==> config.mk <==
export PLATFORM = sky130hd
export DESIGN_NAME = restoring_divider
export DESIGN_NICKNAME = d
export VERILOG_FILES = /design/src/rtl/restoring_divider_pkg.sv /design/src/rtl/restoring_divider_ctrl.sv /design/src/rtl/restoring_divider.sv
export SDC_FILE = /design/constraint.sdc
export NUM_CORES = 1
export LEC_CHECK = 0
export CORE_ASPECT_RATIO = 0.5
export CORE_MARGIN = 2
export CORE_UTILIZATION = 33
export CTS_CLUSTER_SIZE = 28
export DETAILED_ROUTE_END_ITERATION = 6
export PLACE_DENSITY = 0.65
export SLEW_MARGIN = 20
export SYNTH_ARGS = -nofsm -noshare
export SYNTH_HDL_FRONTEND = slang
export SYNTH_SLANG_ARGS = --single-unit
==> constraint.sdc <==
create_clock -name clk -period 7.3 [get_ports clk]
set_input_delay 1.095 -clock clk [delete_from_list [all_inputs] [get_ports clk]]
set_output_delay 1.095 -clock clk [all_outputs]
set_load 0.01 [all_outputs]
==> src/rtl/restoring_divider_pkg.sv <==
// -----------------------------------------------------------------------------
// restoring_divider_pkg
//   Shared definitions for the sequential restoring divider:
//     SIZE_DATA   default operand / result width
//     divState_e  controller state encoding (IDLE, LOAD, RUN, DONE)
//     countWidth  width of the iteration counter for a given operand width
// -----------------------------------------------------------------------------
package restoring_divider_pkg;

  localparam int SIZE_DATA = 32;

  typedef enum logic [1:0] {
    IDLE = 2'b00,
    LOAD = 2'b01,
    RUN  = 2'b10,
    DONE = 2'b11
  } divState_e;

  // One extra bit so the counter can hold the value SIZE itself.
  function automatic int countWidth(input int size);
    return $clog2(size) + 1;
  endfunction

endpackage

==> src/rtl/restoring_divider_ctrl.sv <==
// -----------------------------------------------------------------------------
// divider_ctrl
//   FSM and iteration counter for the restoring divider.
//   Ports:
//     clk, reset   rising-edge clock, synchronous active-high reset
//     start        request, honoured only in IDLE
//     skipRun      divisor-zero shortcut request, sampled in LOAD
//     trialSign    sign bit of the current trial subtraction
//     load         capture operands (IDLE with start)
//     shift        perform one shift/subtract iteration (RUN)
//     takeTrial    keep the trial difference and set the quotient bit
//     finish       last RUN iteration: capture final Q/R into result registers
//     skip         LOAD shortcut to DONE: capture divide-by-zero result
//     busy, done   status outputs (LOAD/RUN, DONE)
// -----------------------------------------------------------------------------
module divider_ctrl
  import restoring_divider_pkg::*;
#(
  parameter int SIZE = SIZE_DATA
) (
  input  logic clk,
  input  logic reset,
  input  logic start,
  input  logic skipRun,
  input  logic trialSign,
  output logic load,
  output logic shift,
  output logic takeTrial,
  output logic finish,
  output logic skip,
  output logic busy,
  output logic done
);

  localparam int CW = countWidth(SIZE);

  divState_e     stateReg, stateNext;
  logic [CW-1:0] countReg, countNext;

  always_ff @(posedge clk) begin
    if (reset) begin
      stateReg <= IDLE;
      countReg <= '0;
    end else begin
      stateReg <= stateNext;
      countReg <= countNext;
    end
  end

  always_comb begin
    stateNext = stateReg;
    countNext = countReg;
    load      = 1'b0;
    shift     = 1'b0;
    finish    = 1'b0;
    skip      = 1'b0;
    case (stateReg)
      IDLE: begin
        if (start) begin
          load      = 1'b1;
          countNext = CW'(SIZE);
          stateNext = LOAD;
        end
      end
      LOAD: begin
        if (skipRun) begin
          skip      = 1'b1;
          stateNext = DONE;
        end else begin
          stateNext = RUN;
        end
      end
      RUN: begin
        shift     = 1'b1;
        countNext = countReg - 1'b1;
        if (countReg == CW'(1)) begin
          finish    = 1'b1;
          stateNext = DONE;
        end
      end
      DONE: begin
        stateNext = IDLE;
      end
      default: begin
        stateNext = IDLE;
      end
    endcase
  end

  // A non-negative trial means the divisor fits: accept it.
  assign takeTrial = shift & ~trialSign;
  assign busy      = (stateReg == LOAD) || (stateReg == RUN);
  assign done      = (stateReg == DONE);

endmodule

==> src/rtl/restoring_divider.sv <==
// -----------------------------------------------------------------------------
// restoring_divider
//   Sequential unsigned restoring divider, one quotient bit per clock.
//   Latency start -> done is SIZE+2 cycles; results are registered and hold
//   until the next completed operation or reset.
//   Optional feature macro: DIV_ZERO_DETECT_EN (divisor 0 short-circuits to
//   DONE after LOAD and raises div_by_zero; otherwise div_by_zero is 0).
//   Ports:
//     clk, reset            rising-edge clock, synchronous active-high reset
//     start                 request, sampled only when idle
//     dividend, divisor     operands, captured on an accepted start
//     busy                  high while loading / iterating
//     done                  one-cycle strobe, results valid from this cycle
//     quotient, remainder   registered results
//     div_by_zero           registered divide-by-zero flag
//   Requires SIZE >= 2.
// -----------------------------------------------------------------------------
module restoring_divider
  import restoring_divider_pkg::*;
#(
  parameter int SIZE = SIZE_DATA
) (
  input  logic            clk,
  input  logic            reset,
  input  logic            start,
  input  logic [SIZE-1:0] dividend,
  input  logic [SIZE-1:0] divisor,
  output logic            busy,
  output logic            done,
  output logic [SIZE-1:0] quotient,
  output logic [SIZE-1:0] remainder,
  output logic            div_by_zero
);

  // The partial remainder is held at SIZE bits: after every restore step it
  // is strictly below D, so only the shifted value needs the extra bit.
  logic [SIZE-1:0] rReg, qReg, dReg;
  logic [SIZE:0]   rShift, trial;
  logic [SIZE-1:0] rStep, qStep;
  logic [SIZE-1:0] quotientReg, remainderReg;
  logic            load, shift, takeTrial, finish, skip, skipRun;

  assign rShift = {rReg, qReg[SIZE-1]};
  assign trial  = rShift - {1'b0, dReg};
  assign rStep  = takeTrial ? trial[SIZE-1:0] : rShift[SIZE-1:0];
  assign qStep  = {qReg[SIZE-2:0], takeTrial};

`ifdef DIV_ZERO_DETECT_EN
  assign skipRun = (dReg == '0);
`else
  assign skipRun = 1'b0;
`endif

  divider_ctrl #(.SIZE(SIZE)) ctrl (
    .clk       (clk),
    .reset     (reset),
    .start     (start),
    .skipRun   (skipRun),
    .trialSign (trial[SIZE]),
    .load      (load),
    .shift     (shift),
    .takeTrial (takeTrial),
    .finish    (finish),
    .skip      (skip),
    .busy      (busy),
    .done      (done)
  );

  // Working registers: R, Q, D.
  always_ff @(posedge clk) begin
    if (reset) begin
      rReg <= '0;
      qReg <= '0;
      dReg <= '0;
    end else if (load) begin
      rReg <= '0;
      qReg <= dividend;
      dReg <= divisor;
    end else if (shift) begin
      rReg <= rStep;
      qReg <= qStep;
    end
  end

  // Result registers capture the final iteration's next values directly, so
  // they are already valid in the DONE cycle and partial values never leak.
  always_ff @(posedge clk) begin
    if (reset) begin
      quotientReg  <= '0;
      remainderReg <= '0;
    end else if (finish) begin
      quotientReg  <= qStep;
      remainderReg <= rStep;
    end else if (skip) begin
      quotientReg  <= '1;
      remainderReg <= qReg;
    end
  end

`ifdef DIV_ZERO_DETECT_EN
  logic divByZeroReg;

  always_ff @(posedge clk) begin
    if (reset) begin
      divByZeroReg <= 1'b0;
    end else if (finish) begin
      divByZeroReg <= 1'b0;
    end else if (skip) begin
      divByZeroReg <= 1'b1;
    end
  end

  assign div_by_zero = divByZeroReg;
`else
  assign div_by_zero = 1'b0;
`endif

  assign quotient  = quotientReg;
  assign remainder = remainderReg;

endmodule
=== Yosys cells after proc, flatten, opt, wreduce, memory -nomap -nowiden ===
Cells that the tools add are included.

* Register bits after elaboration: 168
* Output and inout port bits: 67
* Word-level logic and storage cells: 39

* Add/sub/neg operators: 2
* Eq/ne operators: 6
* Muxes and demuxes: 15
* Bitwise operators: 2
* Reduce and logical (&&, ||, !) cells: 7

{| class="wikitable"
|+ Operator list
! cell !! number
|-
| 32-bit 2-to-1 mux || 5
|-
| 33-bit by 32-bit subtractor with 33-bit output || 1
|-
| 6-bit one-hot mux with 2 select lines || 1
|-
| 2-bit one-hot mux with 4 select lines || 1
|-
| 6-bit by 1-bit == test with 1-bit output (second input constant) || 1
|-
| 6-bit 2-to-1 mux || 1
|-
| 6-bit by 1-bit subtractor with 6-bit output (second input constant) || 1
|-
| 1-bit 2-to-1 mux || 5
|-
| 2-bit == test (second input constant) || 2
|-
| 2-bit 2-to-1 mux || 2
|-
| 2-bit AND reduction || 2
|-
| 2-bit nonzero test || 2
|-
| 2-bit by 1-bit == test with 1-bit output (second input constant) || 1
|-
| 2-bit zero test || 1
|-
| 2-bit by 1-bit != test with 1-bit output (second input constant) || 1
|-
| 2-bit != test (second input constant) || 1
|-
| 2-bit OR reduction || 1
|-
| 1-bit AND || 1
|-
| 1-bit logical OR || 1
|-
| 1-bit inverter || 1
|}

=== Logic depth before layout (Yosys ltp) ===
* Depth in word-level cells: 5
* Gate-level depth with buffers: 14
* Gate-level depth less buffers: 12

=== Modules after synthesis ===
Synthesis repeated with hierarchy kept, for this count alone.

* Cell total of the unflattened synthesis: 1,138
* Area total of the unflattened synthesis: 9,301.4 µm²

{| class="wikitable"
|+ By module, submodules not included
! module !! times used !! cells each !! area an instance (µm²) !! sequential area each (µm²)
|-
| restoring_divider || 1 || 1,077 || 8,750.9 || 3,203.1
|-
| divider_ctrl || 1 || 61 || 550.5 || 160.2
|}

=== Worst setup path after synthesis ===
No wires, ideal clock.

* Path kind: reg2reg
* Start point: reg qReg[31]
* End point: reg rReg[10]
* Setup time: 133 ps
* Arrival: 2,790 ps
* Data required time: 7,167 ps
* Path slack: 4,377 ps
* Stages on the path, launching flop included: 15
* Cells stage by stage: dfxtp_1 inv_1 ha_1 fa_1 nor2b_2 o31ai_4 a31o_2 a211o_1 a211oi_2 o21ai_0 nand3_2 buf_6 buf_6 mux2i_1 a21oi_1

* Cells in the longest elaborated chain, start to end: 4

{| class="wikitable"
|+ Ends and longest elaborated chain
! element !! RTL line !! source
|-
| start, declared || restoring_divider.sv:37 || <nowiki>logic [SIZE-1:0] rReg, qReg, dReg;</nowiki>
|-
| start signal, assigned || restoring_divider.sv:77 || <nowiki>qReg <= dividend;</nowiki>
|-
| start signal, assigned || restoring_divider.sv:81 || <nowiki>qReg <= qStep;</nowiki>
|-
| 33-bit by 32-bit subtractor with 33-bit output (*) || restoring_divider.sv:44 || <nowiki>assign trial = rShift - {1'b0, dReg};</nowiki>
|-
| 1-bit inverter || restoring_divider_ctrl.sv:91 || <nowiki>assign takeTrial = shift & ~trialSign;</nowiki>
|-
| 1-bit AND || restoring_divider_ctrl.sv:91 ||
|-
| 32-bit 2-to-1 mux (*) || restoring_divider.sv:45 || <nowiki>assign rStep = takeTrial ? trial[SIZE-1:0] : rShift[SIZE-1:0];</nowiki>
|-
| end signal, assigned || restoring_divider.sv:80 || <nowiki>rReg <= rStep;</nowiki>
|-
| end, declared || restoring_divider.sv:37 ||
|}

Every way passes the cells marked *; elsewhere a longest branch is shown, timed or not.
A chain may end at the register's enable or synchronous reset.

=== Worst setup path after layout ===
* Start point: reg qReg[31]
* End point: reg remainderReg[27] (netlist: remainder[27])

* Cells in the longest elaborated chain, start to end: 5

{| class="wikitable"
|+ Ends and longest elaborated chain
! element !! RTL line !! source
|-
| 33-bit by 32-bit subtractor with 33-bit output (*) || restoring_divider.sv:44 ||
|-
| 1-bit inverter || restoring_divider_ctrl.sv:91 ||
|-
| 1-bit AND || restoring_divider_ctrl.sv:91 ||
|-
| 32-bit 2-to-1 mux (*) || restoring_divider.sv:45 ||
|-
| 32-bit 2-to-1 mux (*) || restoring_divider.sv:91 || <nowiki>end else if (finish) begin</nowiki>
|-
| end signal, assigned || restoring_divider.sv:93 || <nowiki>remainderReg <= rStep;</nowiki>
|-
| end signal, assigned || restoring_divider.sv:96 || <nowiki>remainderReg <= qReg;</nowiki>
|-
| end, declared || restoring_divider.sv:40 || <nowiki>logic [SIZE-1:0] quotientReg, remainderReg;</nowiki>
|}

Every way passes the cells marked *; elsewhere a longest branch is shown, timed or not. The select of a mux whose other input is x is not followed.

==> impl_results.md <==
- Clk pwr share: roughly a fifth
- Core footprint: 25,000 um^2
- Count of fill cells added during filler insertion: 2,576
- Total grt overflow: 0
- DRC Markers: 0
- Layout net count: about 1,200
- CTS H-Tree Depth: 4
- Post-layout worst setup margin: 3.45 ns
- # IOs: between 100 and 150
- Number of max-slew violations in the final report: 0
- Sw Share: 41.4%
- CTS sink count: 168
- Max rail drop VDD: 187 uV
- Dominant synthesized flop cell: sky130_fd_sc_hd__dfxtp_1
- Cell accounting for the most synthesized area: sky130_fd_sc_hd__dfxtp_1
- Footprint of the multi-input gates: 4530 um^2
- Worst-path maximum fanout: 19
- Number of flops mapped to enable cells by yosys: 0
- Storage element area: between 3000 and 4000 um^2
- Leading cell types by total area after synthesis: sky130_fd_sc_hd__dfxtp_1 (40%), sky130_fd_sc_hd__a21oi_1 (10%), sky130_fd_sc_hd__mux2i_1 (7.8%)
- Standard-cell row count: 41
- Die Width: 229 um
- Crit share post-route: 52.7%
- Wire length of the first global-routing pass: 35,500 um
- Antenna diode count: 0
- Least-Margin Pin Slew: 1.05 ns
- Maximum number of pins on one net before global-route repair: 96
- Max-cap violation count: 0
- Number of buffers on the longest clock path: 2
- Number of CTS-inserted buffers: 17
- Final Routed Wirelength: ~22,000 um
- Type of origin of the critical path: register
- Int Power: 2.35 mW
- Share of power burned in combinational logic: 49.2%
- Antenna violations before repair: 0
- Data required, critical path: 7.66 ns
- Layout overhead on the synthesized area: 24.7%
- Number of DRC markers after the initial detailed-route iteration: 373
- Maximum clock skew at final layout: 0.00999 ns
- Mapped Cells: ~1,000
- Minimum period implied by the final worst setup slack: 3.85 ns
- Post-route antenna net violation count: 0
- TritonCTS clock tree: done
- Reg power frac: approximately 30%
- Pwr/cell area: 384 nW/um^2
- Number of synthesis warnings: 0
- Total of flip-flops plus latches after synthesis: 168
- Category of the critical setup timing path: register to register
- Syn avg cell area: between 8 and 9 um^2
- Proportion of register bits with asynchronous set or reset after synthesis: 0%
- Library cells used by synthesis: 56
- Post-CTS Repair Setup Buffers: 0
- Fin. Hold Viols: 0
- Worst slew margin relative to its limit: 30.0%
- 1st-pass router iterations: 6
- Number of resized instances in the post-cts repair step: 0
- Vertical extent of the die: 117 um
- Minimum hold slack: 0.454 ns
- Placement Setup Slack: 3.44 ns
- Fmax achieved: 260 MHz
- Fraction of layout instances using a drive strength above 1: under 10%
- Starting Density: 33.4%
- Final core occ: 41.6%
- Detail-routed net length per standard cell: about 15 um
- Net switching power: 1.66 mW
- Total negative setup slack: 0 ns
- Static Leak: 4.09 nW
- Clock-pin slew of the registers on the worst-case setup and hold paths: 0.06 ns
- Count of hold-fix buffers inserted at cts: 0
- Unrepaired setup endpoints after global routing: no
- # port buffers: 132
- HP Class: register to register
- Net count of the mapped netlist: 1,137
- Most common cell after layout, fill and taps aside: sky130_fd_sc_hd__dfxtp_1
- Signal arrival time at the worst endpoint: between 4 and 5 ns
- Number of global-route vias before repair: approximately 7,200
- Via count of the routed design: 7,423
- Outcome: finished clean
- Detailed-route vias per instance: 5.03
- HPWL Detailed: 15,100 um
- Post-synthesis sequential area ratio: around two fifths
- Floorplan die area: around 27,000 um^2
- Global placement routability congestion: 0.893
- Synth top area share: about two fifths
- Mapped cell area: 8360 um^2
- Clock Latency Late Sink: 0.43 ns
- GRT Resource Usage Total: 16.5%
- Critical path endpoint category: register
- Master cell of the clock root buffer: sky130_fd_sc_hd__clkbuf_16
- Number of endpoints failing setup at the final stage: 0
- Leading cell types in the layout, fill and taps excluded: sky130_fd_sc_hd__dfxtp_1 (168), sky130_fd_sc_hd__a21oi_1 (167), sky130_fd_sc_hd__nand2_1 (164)
[cells in the mapped netlist (9+ instances only)]
| cell | n |
|---|---|
| sky130_fd_sc_hd__clkbuf_1 | 54 |
| sky130_fd_sc_hd__a21oi_1 | 167 |
| sky130_fd_sc_hd__nor2_1 | 60 |
| sky130_fd_sc_hd__buf_1 | 9 |
| sky130_fd_sc_hd__xnor2_1 | 12 |
| sky130_fd_sc_hd__xor2_1 | 13 |
| sky130_fd_sc_hd__nand2b_1 | 9 |
| sky130_fd_sc_hd__a211oi_1 | 34 |
| sky130_fd_sc_hd__o21ai_0 | 81 |
| sky130_fd_sc_hd__nand2_1 | 165 |
| sky130_fd_sc_hd__dfxtp_1 | 168 |
| sky130_fd_sc_hd__inv_1 | 48 |
| sky130_fd_sc_hd__mux2i_1 | 65 |
| sky130_fd_sc_hd__o21a_1 | 9 |
| sky130_fd_sc_hd__ha_1 | 37 |
| sky130_fd_sc_hd__nand3_1 | 11 |
[worst paths after layout]
kind	from	to	slack, ns	cells after the start
max	qReg[31]	remainder[27]	3.45	13
min	dReg[10]	dReg[10]	0.45	2
max reg2reg	qReg[31]	remainder[27]	3.45	13
min reg2reg	dReg[10]	dReg[10]	0.45	2
[power groups by stage]
| stage | combinational (mW) | sequential (mW) | clock [mW] |
|---|---|---|---|
| 6_report | 1.97 | 1.19 | 0.845 |
| 3_5_place_dp | 1.94 | 1.21 | 0 |
| 3_3_place_gp | 1.92 | 1.21 | 0 |
| 2_1_floorplan | 1.55 | 1.17 | 0 |
| 4_1_cts | 1.96 | 1.19 | 0.866 |
| 5_1_grt | 2.20 | 1.21 | 0.906 |
[worst max-delay path: stages (launching register included)]
cell                       delay, ns
sky130_fd_sc_hd__dfxtp_1        0.35
sky130_fd_sc_hd__inv_1          0.07
sky130_fd_sc_hd__ha_1           0.22
sky130_fd_sc_hd__fa_1           0.42
sky130_fd_sc_hd__nor2b_2        0.20
sky130_fd_sc_hd__o31ai_4        0.08
sky130_fd_sc_hd__a31o_2         0.24
sky130_fd_sc_hd__a211o_1        0.29
sky130_fd_sc_hd__a211oi_2       0.19
sky130_fd_sc_hd__or3_2          0.18
sky130_fd_sc_hd__nand3_2        0.50
sky130_fd_sc_hd__buf_4          0.47
sky130_fd_sc_hd__or3b_1         0.40
sky130_fd_sc_hd__a31oi_1        0.16
[layout make-up]
cell class	instances	share of cell area, %
Multi-Input combinational cell	744	43.4
Sequential cell	168	32.3
Timing Repair Buffer	139	13.2
Clock buffer	19	4.35
Tap cell	344	4.13
Inverter	48	1.73
Clock inverter	13	0.913
[cells by family (layout without fill, tap and decap cells)]
| group | Yosys count | count (layout) | share of synthesized area (%) |
|---|---|---|---|
| AOI/OAI and AO/OA | 335 | 335 | 23.4 |
| xor gates and xnor gates | 25 | 25 | 2.62 |
| adders and majority gates | 38 | 38 | 5.78 |
| buffers and inverters | 120 | 219 | 5.85 |
| DFF | 168 | 168 | 40.2 |
| muxes | 66 | 66 | 7.92 |
| other | 1 | 1 | 0.0449 |
| and+or+nand+nor | 279 | 279 | 14.1 |
[sequential cells by signal, summed over array words and instances (netlist names)]
| register | flops |
|---|---|
| dReg | 32 |
| quotient | 32 |
| ctrl.stateReg | 2 |
| rReg | 32 |
| ctrl.countReg | 6 |
| qReg | 32 |
| remainder | 32 |
[metal layers]
layer | GRT usage, % | part of all wire [%]
met3 | 3.59 | 4.0
met1 | 20.6 | 47
met2 | 28.9 | 47
met4 | 4.76 | 1.3
met5 | 0 | 0
[through the flow]
stage / power [mW] / instances / area, um^2
2_1_floorplan: 2.73 / 1032 / 8360
3_3_place_gp: 3.13 / 1443 / 9870
3_5_place_dp: 3.15 / 1443 / 9870
4_1_cts: 4.02 / 1475 / 10400
5_1_grt: 4.31 / 1475 / 10400
6_report: 4.00 / 1475 / 10400
Note: power is estimated with default switching activity, not from simulation.
